### src/rtl/riscv_pkg.sv
// rtl/riscv_pkg.sv - shared hazard-controller states and forward-select encodings
package riscv_pkg;

  typedef enum logic [1:0] {
    ST_RUN    = 2'd0,
    ST_LSTALL = 2'd1,
    ST_MWAIT  = 2'd2
  } hz_state_e;

  localparam logic [1:0] FWD_REG = 2'b00;
  localparam logic [1:0] FWD_MEM = 2'b10;
  localparam logic [1:0] FWD_WB  = 2'b01;

endpackage

### src/rtl/fwd_select.sv
// rtl/fwd_select.sv - ALU operand forward select for one EX source register
module fwd_select
  import riscv_pkg::*;
#(
  parameter int REG_AW     = 5,
  parameter int FWD_ENABLE = 1
) (
  input  logic [REG_AW-1:0] rs_ex,
  input  logic [REG_AW-1:0] rd_mem,
  input  logic              regwrite_mem,
  input  logic [REG_AW-1:0] rd_wb,
  input  logic              regwrite_wb,
  output logic [1:0]        fwd
);

  // MEM is the younger producer so it wins over WB; x0 is never forwarded
  always_comb begin
    fwd = FWD_REG;
    if (FWD_ENABLE != 0) begin
      if (regwrite_mem && (rd_mem != '0) && (rd_mem == rs_ex)) begin
        fwd = FWD_MEM;
      end else if (regwrite_wb && (rd_wb != '0) && (rd_wb == rs_ex)) begin
        fwd = FWD_WB;
      end
    end
  end

endmodule

### src/rtl/pipe_hazard_ctrl.sv
// rtl/pipe_hazard_ctrl.sv - 5-stage pipeline hazard, forwarding and stall/flush control
module pipe_hazard_ctrl
  import riscv_pkg::*;
#(
  parameter int REG_AW     = 5,
  parameter int LOAD_STALL = 1,
  parameter int FWD_ENABLE = 1,
  parameter int CNT_W      = 16
) (
  input  logic              clk,
  input  logic              reset,
  input  logic [REG_AW-1:0] rs1_id,
  input  logic [REG_AW-1:0] rs2_id,
  input  logic              uses_rs1_id,
  input  logic              uses_rs2_id,
  input  logic [REG_AW-1:0] rs1_ex,
  input  logic [REG_AW-1:0] rs2_ex,
  input  logic [REG_AW-1:0] rd_ex,
  input  logic              memread_ex,
  input  logic              regwrite_ex,
  input  logic [REG_AW-1:0] rd_mem,
  input  logic              regwrite_mem,
  input  logic [REG_AW-1:0] rd_wb,
  input  logic              regwrite_wb,
  input  logic              pcsrc,
  input  logic              mem_busy,
  output logic              pc_write,
  output logic              if_id_write,
  output logic              stage_en,
  output logic              if_id_flush,
  output logic              id_ex_flush,
  output logic              ex_mem_flush,
  output logic [1:0]        forwardA,
  output logic [1:0]        forwardB,
  output logic              pipeline_stall,
  output logic [CNT_W-1:0]  stall_cycles,
  output logic [CNT_W-1:0]  flush_events
);

  // Detecting cycle is the first bubble, so LSTALL only covers the remainder
  localparam logic [1:0] LS_INIT = 2'(LOAD_STALL - 1);
  localparam bit         NO_FWD  = (FWD_ENABLE == 0);

  hz_state_e        state_q, state_d;
  hz_state_e        ret_state_q, ret_state_d;
  hz_state_e        eff_state;
  logic [1:0]       cnt_q, cnt_d;
  logic [CNT_W-1:0] stall_cnt_q, stall_cnt_d;
  logic [CNT_W-1:0] flush_cnt_q, flush_cnt_d;
  logic [1:0]       fwd_a, fwd_b;
  logic             ex_hit, mem_hit, load_use, raw_stall;
  logic             freeze, branch, stall;

  fwd_select #(.REG_AW(REG_AW), .FWD_ENABLE(FWD_ENABLE)) u_fwd_a (
    .rs_ex        (rs1_ex),
    .rd_mem       (rd_mem),
    .regwrite_mem (regwrite_mem),
    .rd_wb        (rd_wb),
    .regwrite_wb  (regwrite_wb),
    .fwd          (fwd_a)
  );

  fwd_select #(.REG_AW(REG_AW), .FWD_ENABLE(FWD_ENABLE)) u_fwd_b (
    .rs_ex        (rs2_ex),
    .rd_mem       (rd_mem),
    .regwrite_mem (regwrite_mem),
    .rd_wb        (rd_wb),
    .regwrite_wb  (regwrite_wb),
    .fwd          (fwd_b)
  );

  assign forwardA = reset ? fwd_a : FWD_REG;
  assign forwardB = reset ? fwd_b : FWD_REG;

  // An ID source only matters when the instruction actually reads it; x0 never hazards
  assign ex_hit    = (rd_ex != '0) &&
                     ((uses_rs1_id && (rs1_id == rd_ex)) || (uses_rs2_id && (rs2_id == rd_ex)));
  assign mem_hit   = regwrite_mem && (rd_mem != '0) &&
                     ((uses_rs1_id && (rs1_id == rd_mem)) || (uses_rs2_id && (rs2_id == rd_mem)));
  assign load_use  = memread_ex && ex_hit;
  assign raw_stall = NO_FWD && ((regwrite_ex && ex_hit) || mem_hit);

  // Once memory is ready again, MWAIT behaves exactly like the state it interrupted
  assign eff_state = (state_q == ST_MWAIT) ? ret_state_q : state_q;

  // Next-state: mem_busy > pcsrc > remaining load stall > new load-use > no-forward RAW
  always_comb begin
    state_d     = eff_state;
    ret_state_d = ret_state_q;
    cnt_d       = cnt_q;
    freeze      = 1'b0;
    branch      = 1'b0;
    stall       = 1'b0;
    if (mem_busy) begin
      freeze      = 1'b1;
      ret_state_d = eff_state;
      state_d     = ST_MWAIT;
    end else if (pcsrc) begin
      branch  = 1'b1;
      state_d = ST_RUN;
      cnt_d   = '0;
    end else if (eff_state == ST_LSTALL) begin
      stall   = 1'b1;
      cnt_d   = cnt_q - 2'd1;
      state_d = (cnt_q == 2'd1) ? ST_RUN : ST_LSTALL;
    end else if (load_use) begin
      stall = 1'b1;
      if (LOAD_STALL > 1) begin
        state_d = ST_LSTALL;
        cnt_d   = LS_INIT;
      end
    end else if (raw_stall) begin
      stall = 1'b1;
    end
  end

  // Pipeline enables and flushes; reset holds every pipeline register cleared
  always_comb begin
    pc_write       = 1'b1;
    if_id_write    = 1'b1;
    stage_en       = 1'b1;
    if_id_flush    = 1'b0;
    id_ex_flush    = 1'b0;
    ex_mem_flush   = 1'b0;
    pipeline_stall = 1'b0;
    if (!reset) begin
      pc_write     = 1'b0;
      if_id_write  = 1'b0;
      stage_en     = 1'b0;
      if_id_flush  = 1'b1;
      id_ex_flush  = 1'b1;
      ex_mem_flush = 1'b1;
    end else if (freeze) begin
      pc_write    = 1'b0;
      if_id_write = 1'b0;
      stage_en    = 1'b0;
    end else if (branch) begin
      if_id_flush  = 1'b1;
      id_ex_flush  = 1'b1;
      ex_mem_flush = 1'b1;
    end else if (stall) begin
      pc_write       = 1'b0;
      if_id_write    = 1'b0;
      id_ex_flush    = 1'b1;
      pipeline_stall = 1'b1;
    end
  end

  // Saturating performance counters; memory-wait cycles count as lost cycles
  always_comb begin
    stall_cnt_d = stall_cnt_q;
    flush_cnt_d = flush_cnt_q;
    if ((stall || freeze) && (stall_cnt_q != '1)) stall_cnt_d = stall_cnt_q + CNT_W'(1);
    if (branch && (flush_cnt_q != '1))            flush_cnt_d = flush_cnt_q + CNT_W'(1);
  end

  // State, return-state, stall counter and performance counter registers
  always_ff @(posedge clk or negedge reset) begin
    if (!reset) begin
      state_q     <= ST_RUN;
      ret_state_q <= ST_RUN;
      cnt_q       <= '0;
      stall_cnt_q <= '0;
      flush_cnt_q <= '0;
    end else begin
      state_q     <= state_d;
      ret_state_q <= ret_state_d;
      cnt_q       <= cnt_d;
      stall_cnt_q <= stall_cnt_d;
      flush_cnt_q <= flush_cnt_d;
    end
  end

  assign stall_cycles = stall_cnt_q;
  assign flush_events = flush_cnt_q;

endmodule

### config.mk
export PLATFORM = sky130hd
export DESIGN_NAME = pipe_hazard_ctrl
export DESIGN_NICKNAME = d
export VERILOG_FILES = /design/src/rtl/riscv_pkg.sv /design/src/rtl/fwd_select.sv /design/src/rtl/pipe_hazard_ctrl.sv
export SDC_FILE = /design/constraint.sdc
export NUM_CORES = 1
export LEC_CHECK = 0
export ABC_AREA = 1
export CAP_MARGIN = 15
export CORE_UTILIZATION = 40
export CTS_CLUSTER_SIZE = 40
export DETAILED_ROUTE_END_ITERATION = 8
export GPL_TIMING_DRIVEN = 0
export MAX_ROUTING_LAYER = met4
export PLACE_DENSITY = 0.79
export SLEW_MARGIN = 10
export SYNTH_ARGS = -nofsm -noshare
export SYNTH_HDL_FRONTEND = slang
export SYNTH_SLANG_ARGS = --single-unit
### constraint.sdc
create_clock -name clk -period 3.7 [get_ports clk]
set_input_delay 0.74 -clock clk [delete_from_list [all_inputs] [get_ports clk]]
set_output_delay 0.74 -clock clk [all_outputs]
set_load 0.01 [all_outputs]
==> flow_summary.json <==
{
  "clk_pin_slew_worst_paths_ns": 0.08,
  "postSynthAreaPerCell_um2": 7.36,
  "fill_cells": 570,
  "drtIter0Drc": 136,
  "via_count": 2497,
  "worstSetupPathType": "in2out",
  "firstDrtPassIters": 5,
  "irDropWorstVdd_uv": 328,
  "dieWidth_um": 82.3,
  "hp-class": "in2async",
  "max-slew-margin-rel_pct": 71.4,
  "worst_ep_required_time_ns": 2.96,
  "crit_path_end_kind": "primary output",
  "diodes": 0,
  "slowest_stage": "clkdlybuf4s50_1",
  "finalPower_uw": 1380,
  "postCtsHoldBufs": 0,
  "synth-simple-area-share_pct": 35.9,
  "finalSetupTns_ns": 0,
  "via_per_inst": 4.81,
  "cpPeakStageDelay_ns": 0.53,
  "initial_utilization_pct": 42.5,
  "gp_congestion": 0.865,
  "die-area_um2": 6770,
  "area_growth_pct": 43.0,
  "p_leak_uw": 0.00173,
  "powerDensity_nw_per_um2": 373,
  "ys.warnings.count": 0,
  "min_period_ns": 3.53,
  "dpl_worst_slack_ns": 0.0221,
  "design_area_um2": 3680,
  "rrSetupSlack_ns": 1.89,
  "drt-total-wl_um": 6040,
  "worst_ep_arrival_time_ns": 2.79,
  "synth_top_area_cell": "dfrtp_1",
  "finalSetupViolations": 0,
  "overflow": 0,
  "timing.rr.start": "flush_events[0]$_DFFE_PN0P_",
  "rows": 28,
  "cts_tree": "built",
  "remaining_drc_errors": 0,
  "hpwl_um": 4700,
  "muxShareOfSynthArea_pct": 0,
  "yosys.cell_types.count": 30,
  "wl_per_cell_um": 11.6,
  "cts-htree-levels": 2,
  "cts_made_buffers": 5,
  "report.final.slew_viol_count": 0,
  "rsz0062_at_grt": "false",
  "track_usage_pct": 20.5,
  "synth_xor_area_share_pct": 15.0,
  "synth_nets": 398,
  "clk_path_buf_depth": 2,
  "grt_pass1_wl_um": 10400,
  "path_common_cell": "nand2_1",
  "synth_area_um2": 2580,
  "yosys_register_bits": 38,
  "worstRegToRegCells": 9,
  "io-pin-count": 88,
  "cts_sinks": 38,
  "clock_latency_ns": 0.29,
  "dpl-instance-area_um2": 3550,
  "core_area_um2": 6060,
  "die_y_um": 82.3,
  "max_freq_ghz": 0.283,
  "tightest_slew_ns": 0.424,
  "hold_viol_final": 0,
  "cp-startpoint": "rd_ex[0]",
  "seq_area_um2": 951,
  "synth.area.top_cells": "dfrtp_1, nand2_1, xnor2_1",
  "multi_input_area_um2": 1440,
  "crit_end": "pc_write",
  "drive_gt1_share_pct": 6.98,
  "status": "completed",
  "synth_top_family_by_area": "simple AND/OR/NAND/NOR gates",
  "final_util_pct": 60.8,
  "r2r-end": "flush_events[14]$_DFFE_PN0P_",
  "crit_path_max_fanout": 18,
  "num-nets-final": 491,
  "antenna_found_initial": 0,
  "synth_fa_ha_area_share_pct": 1.46,
  "syn_inst": 350,
  "grt_pass1_vias": 2402,
  "ys_seq_area_share_pct": 36.9,
  "port_buffers": 86,
  "finalCritPeriodShare_pct": 95.5,
  "skew_ns": 0.00694,
  "ant_nets": 0,
  "grt_max_degree": 34,
  "synth-compound-area-share_pct": 3.54,
  "critPathLaunchType": "primary input",
  "fin_ws_ns": 0.168,
  "path_cells": "clkdlybuf4s50_1 > inv_2 > nand2_1 > nand2_1 > nor2_1 > nand3_1 > nand2_1 > nand2_1 > nand2_1 > nand2_1 > nand2_4 > nor2_1 > buf_4 > clkdlybuf4s50_1",
  "cts-root-buf": "clkbuf_8",
  "yosys.area.top_type_share_pct": 36.9,
  "cap_violations": 0
}
[per-layer routing]
layer,vias up,GRT usage [%],routed length [µm]
met5,-,-,0
met4,0,4.74,52
met3,7,3.30,210
met2,62,36.4,3100
met1,1136,24.3,2670
li1,1292,-,-
[cell families (layout without fill, tap and decap cells)]
logic type / count (synthesis) / count (layout)
AND/OR/NAND/NOR: 204 / 204
XOR/XNOR: 44 / 44
buffers and inverters: 45 / 139
flip-flops: 38 / 38
adder cells (fa/ha/maj): 3 / 3
AO/OA/AOI/OAI: 16 / 16
[per-stage QoR]
step / cells / hold slack (ns)
floorplan: 350 / 0.444
global placement: 511 / 0.461
detailed placement: 512 / 0.473
CTS: 520 / 0.300
global route: 519 / 0.303
finish: 519 / 0.299
[where the power goes]
| part | total [µW] | switching [µW] | internal (µW) |
|---|---|---|---|
| sequential | 542 | 69.6 | 473 |
| combinational | 396 | 178 | 218 |
| clock | 437 | 150 | 288 |
| total | 1380 | 397 | 979 |
[cell usage in the layout, fill, tap and decap left out]
cell type	synthesis	layout
clkdlybuf4s50_1	0	85
clkbuf_8	0	6
a21oi_1	2	2
nor4_2	1	1
nand2_4	2	2
nor4_1	4	4
or2_2	2	2
nand3_1	36	36
nor3_1	10	10
nand4_1	5	5
buf_6	1	1
nand2_1	104	104
o22ai_1	1	1
dfrtp_1	38	38
nor3_2	1	1
buf_12	0	1
buf_2	3	3
nor2_1	33	33
a221oi_1	1	1
inv_1	34	34
nand2_2	1	1
ha_1	3	3
o21ai_0	10	10
o41ai_1	1	1
nand3_2	1	1
buf_4	2	2
inv_2	5	5
xnor2_1	22	22
nand4_4	1	1
bufinv_16	0	2
or2_0	1	1
nor2_4	2	2
a211oi_1	1	1
xor2_1	22	22
[how the worst min path moves through the flow]
stage / depth (start not counted) / startpoint / slack (ns) / end
finish: 1 / reset / 0.30 / stall_cycles[2]$_DFFE_PN0P_
global route: 1 / reset / 0.30 / stall_cycles[2]$_DFFE_PN0P_
CTS: 1 / reset / 0.30 / stall_cycles[2]$_DFFE_PN0P_
detailed placement: 2 / ret_state_q[1]$_DFFE_PN0P_ / 0.47 / ret_state_q[1]$_DFFE_PN0P_
global placement: 2 / ret_state_q[1]$_DFFE_PN0P_ / 0.46 / ret_state_q[1]$_DFFE_PN0P_
floorplan: 0 / reset / 0.44 / cnt_q[0]$_DFFE_PN0P_
[final cells by class]
type / count / area share (%)
inverter: 39 / 3.97
clock inverter: 2 / 1.63
timing repair buffer: 87 / 23.8
buffer: 5 / 0.985
sequential: 38 / 25.8
multi-input combinational: 267 / 39.0
clock buffer: 6 / 2.24
tap: 75 / 2.55
[critical path: cells and delay by family]
kind | cells | cell delay (ns)
AND/OR/NAND/NOR | 10 | 0.85
buffers and inverters | 4 | 1.18
[registers in the layout, indices dropped and copies added (netlist names)]
name	cells
ret_state_q	2
state_q	2
flush_events	16
cnt_q	2
stall_cycles	16
[timing repair]
action                                  4_1_cts  5_1_grt
setup buffers                                 0        0
endpoints found under the setup margin        0        2
endpoints found under the hold margin         0        0
resized for setup                             0        0
[synthesized netlist by cell type]
cell / count
or2_2: 2
nor3_1: 10
nand2_1: 104
o22ai_1: 1
nand3_1: 36
nor4_2: 1
nor4_1: 4
o41ai_1: 1
xor2_1: 22
xnor2_1: 22
inv_2: 5
nand3_2: 1
a211oi_1: 1
nand4_4: 1
nor3_2: 1
inv_1: 34
nor2_4: 2
ha_1: 3
nand4_1: 5
a21oi_1: 2
buf_2: 3
a221oi_1: 1
dfrtp_1: 38
nand2_2: 1
o21ai_0: 10
nor2_1: 33
buf_4: 2
buf_6: 1
nand2_4: 2
or2_0: 1
No activity file was read; power rests on OpenSTA's default activity.
